[config.mk]
export PLATFORM = sky130hd
export DESIGN_NAME = edge_event_capture
export DESIGN_NICKNAME = d
export VERILOG_FILES = /design/src/rtl/edge_pkg.sv /design/src/rtl/edge_chan.sv /design/src/rtl/edge_event_capture.sv
export SDC_FILE = /design/constraint.sdc
export NUM_CORES = 1
export LEC_CHECK = 0
export ABC_AREA = 1
export CAP_MARGIN = 5
export CORE_MARGIN = 10
export CORE_UTILIZATION = 50
export CTS_CLUSTER_DIAMETER = 200
export DETAILED_ROUTE_END_ITERATION = 10
export PLACE_DENSITY = 0.88
export RECOVER_POWER = 100
export SLEW_MARGIN = 15
export SYNTH_ARGS = -nofsm -noshare
export SYNTH_HDL_FRONTEND = slang
export SYNTH_SLANG_ARGS = --single-unit
[constraint.sdc]
create_clock -name clk -period 2.75 [get_ports clk]
set_input_delay 0.275 -clock clk [delete_from_list [all_inputs] [get_ports clk]]
set_output_delay 0.275 -clock clk [all_outputs]
set_load 0.05 [all_outputs]
[src/rtl/edge_pkg.sv]
// Shared edge-select encodings and the mode qualifier for filtered level changes.
package edge_pkg;

  localparam logic [1:0] MODE_RISE = 2'b00;
  localparam logic [1:0] MODE_FALL = 2'b01;
  localparam logic [1:0] MODE_BOTH = 2'b10;
  localparam logic [1:0] MODE_OFF  = 2'b11;

  // Only evaluated on a committed change, so new_lvl alone gives the direction.
  function automatic logic edge_hit(input logic [1:0] mode, input logic new_lvl);
    case (mode)
      MODE_RISE: return new_lvl;
      MODE_FALL: return !new_lvl;
      MODE_BOTH: return 1'b1;
      default:   return 1'b0;
    endcase
  endfunction

endpackage

[src/rtl/edge_chan.sv]
// One channel: synchroniser, stability filter, filtered level, qualified pulse, sticky flag.
module edge_chan
  import edge_pkg::*;
#(
  parameter int SYNC_STAGES = 2,
  parameter int FILTER_LEN  = 3
) (
  input  logic       clk,
  input  logic       reset,
  input  logic       x_i,
  input  logic [1:0] mode_i,
  input  logic       clear_i,
  output logic       level_o,
  output logic       pulse_o,
  output logic       sticky_o
);

  localparam int            CW       = $clog2(FILTER_LEN + 1);
  localparam logic [CW-1:0] CNT_LAST = CW'(FILTER_LEN - 1);

  logic [SYNC_STAGES-1:0] sync_q, sync_d;
  logic [CW-1:0]          cnt_q, cnt_d;
  logic                   level_q, level_d;
  logic                   pulse_q, pulse_d;
  logic                   sticky_q, sticky_d;
  logic                   s, commit;

  if (SYNC_STAGES == 1) begin : g_sync1
    assign sync_d = x_i;
  end else begin : g_syncn
    assign sync_d = {sync_q[SYNC_STAGES-2:0], x_i};
  end

  always_comb begin
    s       = sync_q[SYNC_STAGES-1];
    commit  = (s != level_q) && (cnt_q == CNT_LAST);
    cnt_d   = '0;
    level_d = level_q;
    if (s != level_q) begin
      if (commit) level_d = s;
      else        cnt_d   = cnt_q + 1'b1;
    end
    pulse_d = commit && edge_hit(mode_i, s);
    // A new event outranks a same-cycle clear so it is never lost.
    if (pulse_d)      sticky_d = 1'b1;
    else if (clear_i) sticky_d = 1'b0;
    else              sticky_d = sticky_q;
  end

  always_ff @(posedge clk) begin
    if (reset) begin
      sync_q   <= '0;
      cnt_q    <= '0;
      level_q  <= 1'b0;
      pulse_q  <= 1'b0;
      sticky_q <= 1'b0;
    end else begin
      sync_q   <= sync_d;
      cnt_q    <= cnt_d;
      level_q  <= level_d;
      pulse_q  <= pulse_d;
      sticky_q <= sticky_d;
    end
  end

  assign level_o  = level_q;
  assign pulse_o  = pulse_q;
  assign sticky_o = sticky_q;

endmodule

[src/rtl/edge_event_capture.sv]
// Multi-channel filtered edge detector with sticky event flags.
module edge_event_capture
  import edge_pkg::*;
#(
  parameter int CHANNELS    = 4,
  parameter int SYNC_STAGES = 2,
  parameter int FILTER_LEN  = 3
) (
  input  logic                clk,
  input  logic                reset,
  input  logic [CHANNELS-1:0] x,
  input  logic [1:0]          mode,
  input  logic [CHANNELS-1:0] clear,
  output logic [CHANNELS-1:0] level,
  output logic [CHANNELS-1:0] pulse,
  output logic [CHANNELS-1:0] sticky,
  output logic                any_event
);

  for (genvar i = 0; i < CHANNELS; i++) begin : g_chan
    edge_chan #(
      .SYNC_STAGES(SYNC_STAGES),
      .FILTER_LEN (FILTER_LEN)
    ) u_chan (
      .clk     (clk),
      .reset   (reset),
      .x_i     (x[i]),
      .mode_i  (mode),
      .clear_i (clear[i]),
      .level_o (level[i]),
      .pulse_o (pulse[i]),
      .sticky_o(sticky[i])
    );
  end

  assign any_event = |sticky;

endmodule

======== Word-level counts from Yosys, hierarchy flattened ========
Index checks and enable logic that the tools add are counted.
operators by class
  add/sub/neg operators ................... 4
  equality and inequality tests ........... 10
  multiplexer cells ....................... 12
  bitwise operators ....................... 4
  reduce and logical (&&, ||, !) cells .... 26
operator list
  cell                                                  number
  case mux 1 bit (3 select lines)                       4
  OR reduction 3 bit                                    4
  equality test 2 bit (second input constant)           5
  adder 2 x 1 -> 2 bit (second input constant)          4
  logical AND 1 bit                                     8
  2-to-1 mux 1 bit                                      8
  AND reduction 2 bit                                   4
  nonzero test 2 bit                                    4
  zero test 1 bit                                       4
  inequality test 1 bit                                 4
  NOT 1 bit                                             4
  OR reduction 4 bit                                    1
  equality test 2 x 1 -> 1 bit (second input constant)  1
  zero test 2 bit                                       1
storage, ports and cells
  register bits after elaboration ......... 28
  input port bits ......................... 12
  output and inout port bits .............. 13
  word-level logic and storage cells ...... 76

======== Longest topological paths before layout ========
Gate-level depths: netlist (run 1).
  word-level depth ........................ 4
  gate-level depth with buffers ........... 6
  mapped depth without buffers ............ 6

======== Hierarchy ========
From an unflattened synthesis (run 1), not the netlist that was laid out.
unflattened totals
  cells, all modules ...................... 143
  area, all modules ....................... 1,087.3 um^2
modules (own cells, without submodules)
  module              instances  cells each  area each (um^2)  sequential area each (um^2)
  edge_chan           4          35          269.0             140.1
  edge_event_capture  1          3           11.3              0.0

======== Worst setup path before layout (run 1) ========
No wires, ideal clock.
  path kind ............................... register to output
  start point ............................. register g_chan[0].u_chan.sticky_q
  end point ............................... output port any_event
  arrival time ............................ 0.707 ns
  required time ........................... 2.475 ns
  slack ................................... 1.768 ns
  cell stages (with the launch flop) ...... 3
  buffers on the path ..................... 0
  cell sequence ........................... dfxtp_1 nor2_1 nand2_1
between the ends
  word-level cells in the longest chain between the ends .. 1
ends and longest elaborated chain
  item                      line                      text
  start: declaration        edge_chan.sv:25           logic sticky_q, sticky_d;
  start signal: assignment  edge_chan.sv:62           sticky_q <= sticky_d;
  OR reduction 4 bit        edge_event_capture.sv:36  assign any_event = |sticky;
  end: declaration          edge_event_capture.sv:17  output logic any_event
No other way between the ends.

======== Worst setup path in the final report (run 1) ========
  start point ............................. register g_chan[2].u_chan.sticky_q
  end point ............................... output port any_event
between the ends
  word-level cells in the longest chain between the ends .. 1
ends and longest elaborated chain
  item                      line
  start: declaration        edge_chan.sv:25
  start signal: assignment  edge_chan.sv:62
  OR reduction 4 bit        edge_event_capture.sv:36
No other way between the ends.

==> out/qor.txt, run 1 <==
# resized after CTS: 0
Slew Limit Fails: 0
Synth area leader: dfxtp_1
Pint: 0.585 mW
R2R Path Start: g_chan[1].u_chan.cnt_q[0]
Antenna violations before repair: 0
TNS Setup: 0 ns
Die height: 69.9 um
Post-Route WL: 2.33 mm
TritonCTS clock tree: done
Leakage power: 0.682 nW
Clock sinks: 28
DIE WIDTH: 69.9 um
Worst min path class: reg -> reg
DR iter-0 viols: 35
Worst Setup Path Type: reg -> out
CORE AREA: 0.00243 mm2
Fillers: 238
Power per standard cell area: 518 mW/mm2
Placed Cells: 200
Synth Cell Area: 0.00124 mm2
Synthesized area per cell: 7.77 um2
Finished Layout Cells: 204
Ranking of synthesized cells by area: dfxtp_1 45%, nor2_1 10%, inv_1 9.1%
WP data arrival: 1.68 ns
Final Hold Viols: 0
Worst-margin pin slew: 0.528 ns
P&R area growth vs syn: 13.9%
Drt wl/cell: 11.4 um
Layout cells sized above 1: 5.17%
RSZ-0062 raised after global routing: false
Clock power share: 36.5%
Total Power: 0.733 mW
H-Tree Depth: 1
Row count: 18
Max cap viols: 0
GRT Util Overall: 9.76%
Worst Clk Skew: 0.00970 ns
Crit. End Element: primary output
Hold-fix buffers at CTS: 0
Critical Path RT: 2.48 ns
Distinct cell type count of the synthesized netlist: 15
Overflow after GRT: 0
Sw Ratio: 20.3%
Initial Util: 51.1%
Maximum vdd ir drop: 0.323 mV
CP Launch Type: flip-flop
Sequential share of the synthesized area: 45.1%
Pin count of the biggest net entering global routing: 17
Die area: 0.00488 mm2
Top cell type's share of synthesized area: 45.1%
Final setup vio count: 0
Hold Slack: 0.421 ns
Synth Register Bits: 28
Vias per cell: 4.65
Final worst-path cycle share: 71.1%
Outcome: completed
Fmax: 512 MHz
Final min period: 1.95 ns
Crit path max fanout: 3
Comb power frac: 6.6%
Sw power: 0.149 mW
Post-CTS setup buffers: 0
Via count: 949
Critical Path Source: g_chan[2].u_chan.sticky_o
Ys Warns: 0
Post-DRT Antenna Nets: 0
Hold_sp: g_chan[3].u_chan.cnt_q[0]
DP HPWL: 1.79 mm
Syn Inst Count: 160
Routability-driven placement congestion ratio: 0.808
# diodes: 0
Rel. slew slack: 64.6%
Clock buffer depth: 2
First-pass GRT wire length: 3.96 mm
Final nets: 191
Boundary pin count: 25
Clock Latency Late Sink: 0.33 ns
Reg clk slew, reported paths: 0.15 ns
# port buffers: 24
DR DRC count: 0
Inserted Clock Buffers: 3
Clock Tree Root: clkbuf_4
Seq pwr share: 56.9%
Syn_nets: 176
Detailed-router iteration count before antenna repair: 4
Number of global-route vias before repair: 992
[cell usage in the layout (no fill, tap or decap)]
| master | n |
|---|---|
| o21ai_0 | 4 |
| clkbuf_4 | 3 |
| dlygate4sd3_1 | 14 |
| nand3_1 | 4 |
| ha_1 | 4 |
| clkdlybuf4s50_1 | 10 |
| bufinv_16 | 1 |
| nand4_1 | 4 |
| dfxtp_1 | 28 |
| nor2_1 | 34 |
| clkinvlp_2 | 1 |
| nand3b_1 | 4 |
| nor2_2 | 4 |
| inv_1 | 30 |
| nand2_1 | 29 |
[flip-flops by register name, indices dropped and copies added, names as in the netlist]
signal	count
g_chan.u_chan.sticky_o	4
g_chan.u_chan.level_o	4
g_chan.u_chan.cnt_q	8
g_chan.u_chan.pulse_o	4
g_chan.u_chan.sync_q	8
[per-layer routing]
metal  wire [um]  GRT usage (%)  vias up
li1            -              -      490
met1         972           8.88      425
met2        1150           18.0       28
met3         165           3.39        6
met4          38           5.92        0
met5           0              0        -
[synth_stat cells (all sizes together)]
master	count
dfxtp	28
nand2	29
nor2	38
ha	4
o21ai	4
nand3	4
nand3b	4
inv	31
buf	14
nand4	4
[power by group through the flow]
stage                     clock network, mW  registers [mW]  logic [mW]
after global placement                    0           0.425      0.0495
after CTS                             0.275           0.417      0.0525
after detailed placement                  0           0.426      0.0518
after floorplan                           0           0.425      0.0344
after global routing                  0.289           0.418      0.0550
final                                 0.268           0.417      0.0485
[cell families after synthesis]
logic type	count (synthesis)	share of synthesized area, %
fa+ha+maj	4	4.03
compound gates	4	1.61
buf+inv	45	19.7
simple gates	79	29.5
flops	28	45.1
[through the flow]
stage                     worst slack [ns]  cell area (um2)  utilization, %
final                                0.796             1420            58.2
after global routing                 0.694             1420            58.2
after CTS                            0.826             1450            59.7
after detailed placement              1.20             1400            57.5
after global placement                1.24             1400            57.5
after floorplan                       1.77             1240               -
[worst max-delay path, stage by stage (launching register included)]
cell and delay (ns):
dfxtp_1 0.38, nor2_1 0.06, nand2_1 0.04, dlygate4sd3_1 0.87
[cell type report]
type | count | area (um2) | share of cell area, %
Multi-Input combinational cell | 87 | 407 | 28.7
Clock buffer | 3 | 22.5 | 1.59
Sequential cell | 28 | 561 | 39.6
Tap cell | 30 | 37.5 | 2.65
Clock inverter | 1 | 30.0 | 2.12
Timing Repair Buffer | 24 | 240 | 17.0
Inverter | 31 | 118 | 8.31
[path summary, 6_finish.rpt]
check                                            endpoint  slack, ns  cells past startpoint
worst max-delay path                            any_event       0.80                      3
worst min-delay path            g_chan[3].u_chan.cnt_q[0]       0.42                      1
worst max register to register  g_chan[1].u_chan.cnt_q[0]       1.68                      5
worst min register to register  g_chan[3].u_chan.cnt_q[0]       0.42                      1
Power figures use the tool's default switching activity.
==> inputs of run 2 (changes only) <==
- clock period: 2.75 -> 1.8 ns (I/O delays scaled with it)
==> out/qor.txt, run 2 (synthesis results as in run 1) <==
GRT busiest layer: met2 (unchanged)
Slew Limit Fails: 0 (unchanged)
CORE AREA: 0.00243 mm2 (unchanged)
Critical Path RT: 1.62 ns (was 2.48 ns)
First-pass GRT wire length: 3.66 mm (was 3.96 mm)
Placed instance area: 0.00141 mm2 (was 0.00140 mm2)
Crit path depth: 1 (was 3)
Via count: 942 (was 949)
CP delay by family, top: buffers and inverters (unchanged)
Pin count of the biggest net entering global routing: 17 (unchanged)
RSZ-0062 raised after global routing: false (unchanged)
Clock Tree Root: clkbuf_4 (unchanged)
Antenna violations before repair: 0 (unchanged)
GRT Util Overall: 8.87% (was 9.76%)
Inserted Clock Buffers: 3 (unchanged)
Multi-input gate area: 407 um2 (unchanged)
Overflow after GRT: 0 (unchanged)
Core Util, Final: 58.0% (was 58.2%)
GR Layer Usage met2: 15.5% (was 18.0%)
Rel. slew slack: 59.2% (was 64.6%)
Final nets: 192 (was 191)
Final setup vio count: 0 (unchanged)
Worst Clk Skew: 0.00821 ns (was 0.00970 ns)
R2r setup slk: 0.76 ns (was 1.68 ns)
Critical-path top delay cell: clkdlybuf4s50_1 (was dlygate4sd3_1)
TNS Setup: 0 ns (unchanged)
Drt wl/cell: 10.6 um (was 11.4 um)
Worst stage delay on the critical path: 0.83 ns (was 0.87 ns)
# diodes: 0 (unchanged)
Power per standard cell area: 796 mW/mm2 (was 518 mW/mm2)
DIE WIDTH: 69.9 um (unchanged)
Hold Slack: 0.335 ns (was 0.421 ns)
Crit path max fanout: 4 (was 3)
H-Tree Depth: 1 (unchanged)
Final min period: 1.74 ns
Critical Path Sink: level[1] (was any_event)
Met3 GRT Util: 3.67% (was 3.39%)
Die height: 69.9 um (unchanged)
Number of global-route vias before repair: 883 (was 992)
Sequence of cells on the critical path: clkdlybuf4s50_1 (was nor2_1 > nand2_1 > dlygate4sd3_1)
Post-DRT Antenna Nets: 0 (unchanged)
FF-to-FF path depth: 5 (unchanged)
Final worst-path cycle share: 96.6%
WP data arrival: 1.56 ns (was 1.68 ns)
Commonest non-fill, non-tap cell in the layout: nor2_1 (unchanged)
Clock Latency Late Sink: 0.33 ns (about the same)
Boundary pin count: 25 (unchanged)
Routability-driven placement congestion ratio: 0.791 (was 0.808)
Post-Route WL: 2.17 mm (was 2.33 mm)
DR DRC count: 0 (unchanged)
CP Launch Type: flip-flop (unchanged)
Crit. End Element: primary output (unchanged)
DP HPWL: 1.66 mm (was 1.79 mm)
Critical Path Source: g_chan[1].u_chan.level_o (was g_chan[2].u_chan.sticky_o)
Fin area: 0.00141 mm2 (was 0.00142 mm2)
TritonCTS clock tree: done (unchanged)
# port buffers: 24 (unchanged)
R2R Path Start: g_chan[1].u_chan.cnt_q[0] (unchanged)
Maximum vdd ir drop: 0.477 mV (was 0.323 mV)
DR iter-0 viols: 37 (was 35)
Worst min path class: in -> reg (was reg -> reg)
Storage cell area: 561 um2 (unchanged)
Layout cells sized above 1: 5.14% (was 5.17%)
Worst-margin pin slew: 0.614 ns (was 0.528 ns)
Fmax: 575 MHz
Fillers: 226 (was 238)
Max cap viols: 0 (unchanged)
Final Hold Viols: 0 (unchanged)
Commonest non-fill, non-tap cells in the layout: 34 x nor2_1, 30 x inv_1, 29 x nand2_1, 28 x dfxtp_1, 17 x clkdlybuf4s50_1 (was 34 x nor2_1, 30 x inv_1, 29 x nand2_1, 28 x dfxtp_1, 14 x dlygate4sd3_1)
Worst r2r dst: g_chan[1].u_chan.cnt_q[0] (unchanged)
Row count: 18 (unchanged)
Post-CTS setup buffers: 0 (unchanged)
Clock sinks: 28 (unchanged)
Crit path buf inv count: 1 (unchanged)
Worst Setup Path Type: reg -> out (unchanged)
Met1 layer usage reported by global route: 8.96% (was 8.88%)
P&R area growth vs syn: 13.6% (was 13.9%)
Outcome: completed (unchanged)
Detailed-router iteration count before antenna repair: 4 (unchanged)
Reg clk slew, reported paths: 0.15 ns (about the same)
Leakage power: 0.653 nW (was 0.682 nW)
Clock buffer depth: 2 (unchanged)
Die area: 0.00488 mm2 (unchanged)
Largest registers: g_chan.u_chan.cnt_q: 8 flops, g_chan.u_chan.sync_q: 8 flops (unchanged)
Initial Util: 51.1% (unchanged)
Vias per cell: 4.60 (was 4.65)
==> run 2: cell type report <==
class / instances / share of cell area (%)
inverter: 31 / 8.33
timing repair buffer: 25 / 16.8
clock buffer: 3 / 1.60
sequential: 28 / 39.7
multi-input combinational: 87 / 28.8
tap: 30 / 2.66
clock inverter: 1 / 2.13
==> run 2: worst min-delay path, delay by kind of cell <==
family,cells,cell delay (ns)
buffers and inverters,2,0.44
AND/OR/NAND/NOR,1,0.03
==> run 2: metal layers <==
metal  vias to the layer above  wire [um]
met5                         -          0
met4                         0         29
met3                         4        187
met2                        26        987
met1                       421        965
li1                        491          -
==> run 2: worst min-delay path by stage <==
stage	slack, ns	cells after the start	end	startpoint
after global routing	0.33	3	g_chan[2].u_chan.sync_q[0]	x[2]
after detailed placement	0.40	2	g_chan[0].u_chan.sync_q[1]	g_chan[0].u_chan.sync_q[0]
after floorplan	0.29	2	g_chan[0].u_chan.sync_q[0]	x[0]
after CTS	0.33	3	g_chan[1].u_chan.sync_q[0]	x[1]
final	0.34	3	g_chan[1].u_chan.sync_q[0]	x[1]
after global placement	0.39	2	g_chan[3].u_chan.sync_q[1]	g_chan[3].u_chan.sync_q[0]
==> run 2: report_power, final <==
part           switching, mW  internal, mW  leakage (nW)  total, mW
clock                  0.187         0.225        0.0279      0.412
sequential           0.00555         0.631         0.228      0.637
combinational         0.0372        0.0367         0.398     0.0739
total                  0.229         0.893         0.653       1.12
==> run 2: through the flow <==
step,cells,setup slack [ns],power [mW]
after floorplan,160,0.908,0.701
after global placement,201,0.401,0.727
after detailed placement,201,0.373,0.730
after CTS,205,0.0260,1.14
after global routing,205,0.0105,1.16
final,205,0.0619,1.12
==> run 2: repair_timing <==
action,4_1_cts,5_1_grt
hold buffers,0,0
resized for setup,1,1
setup endpoints to repair,1,1
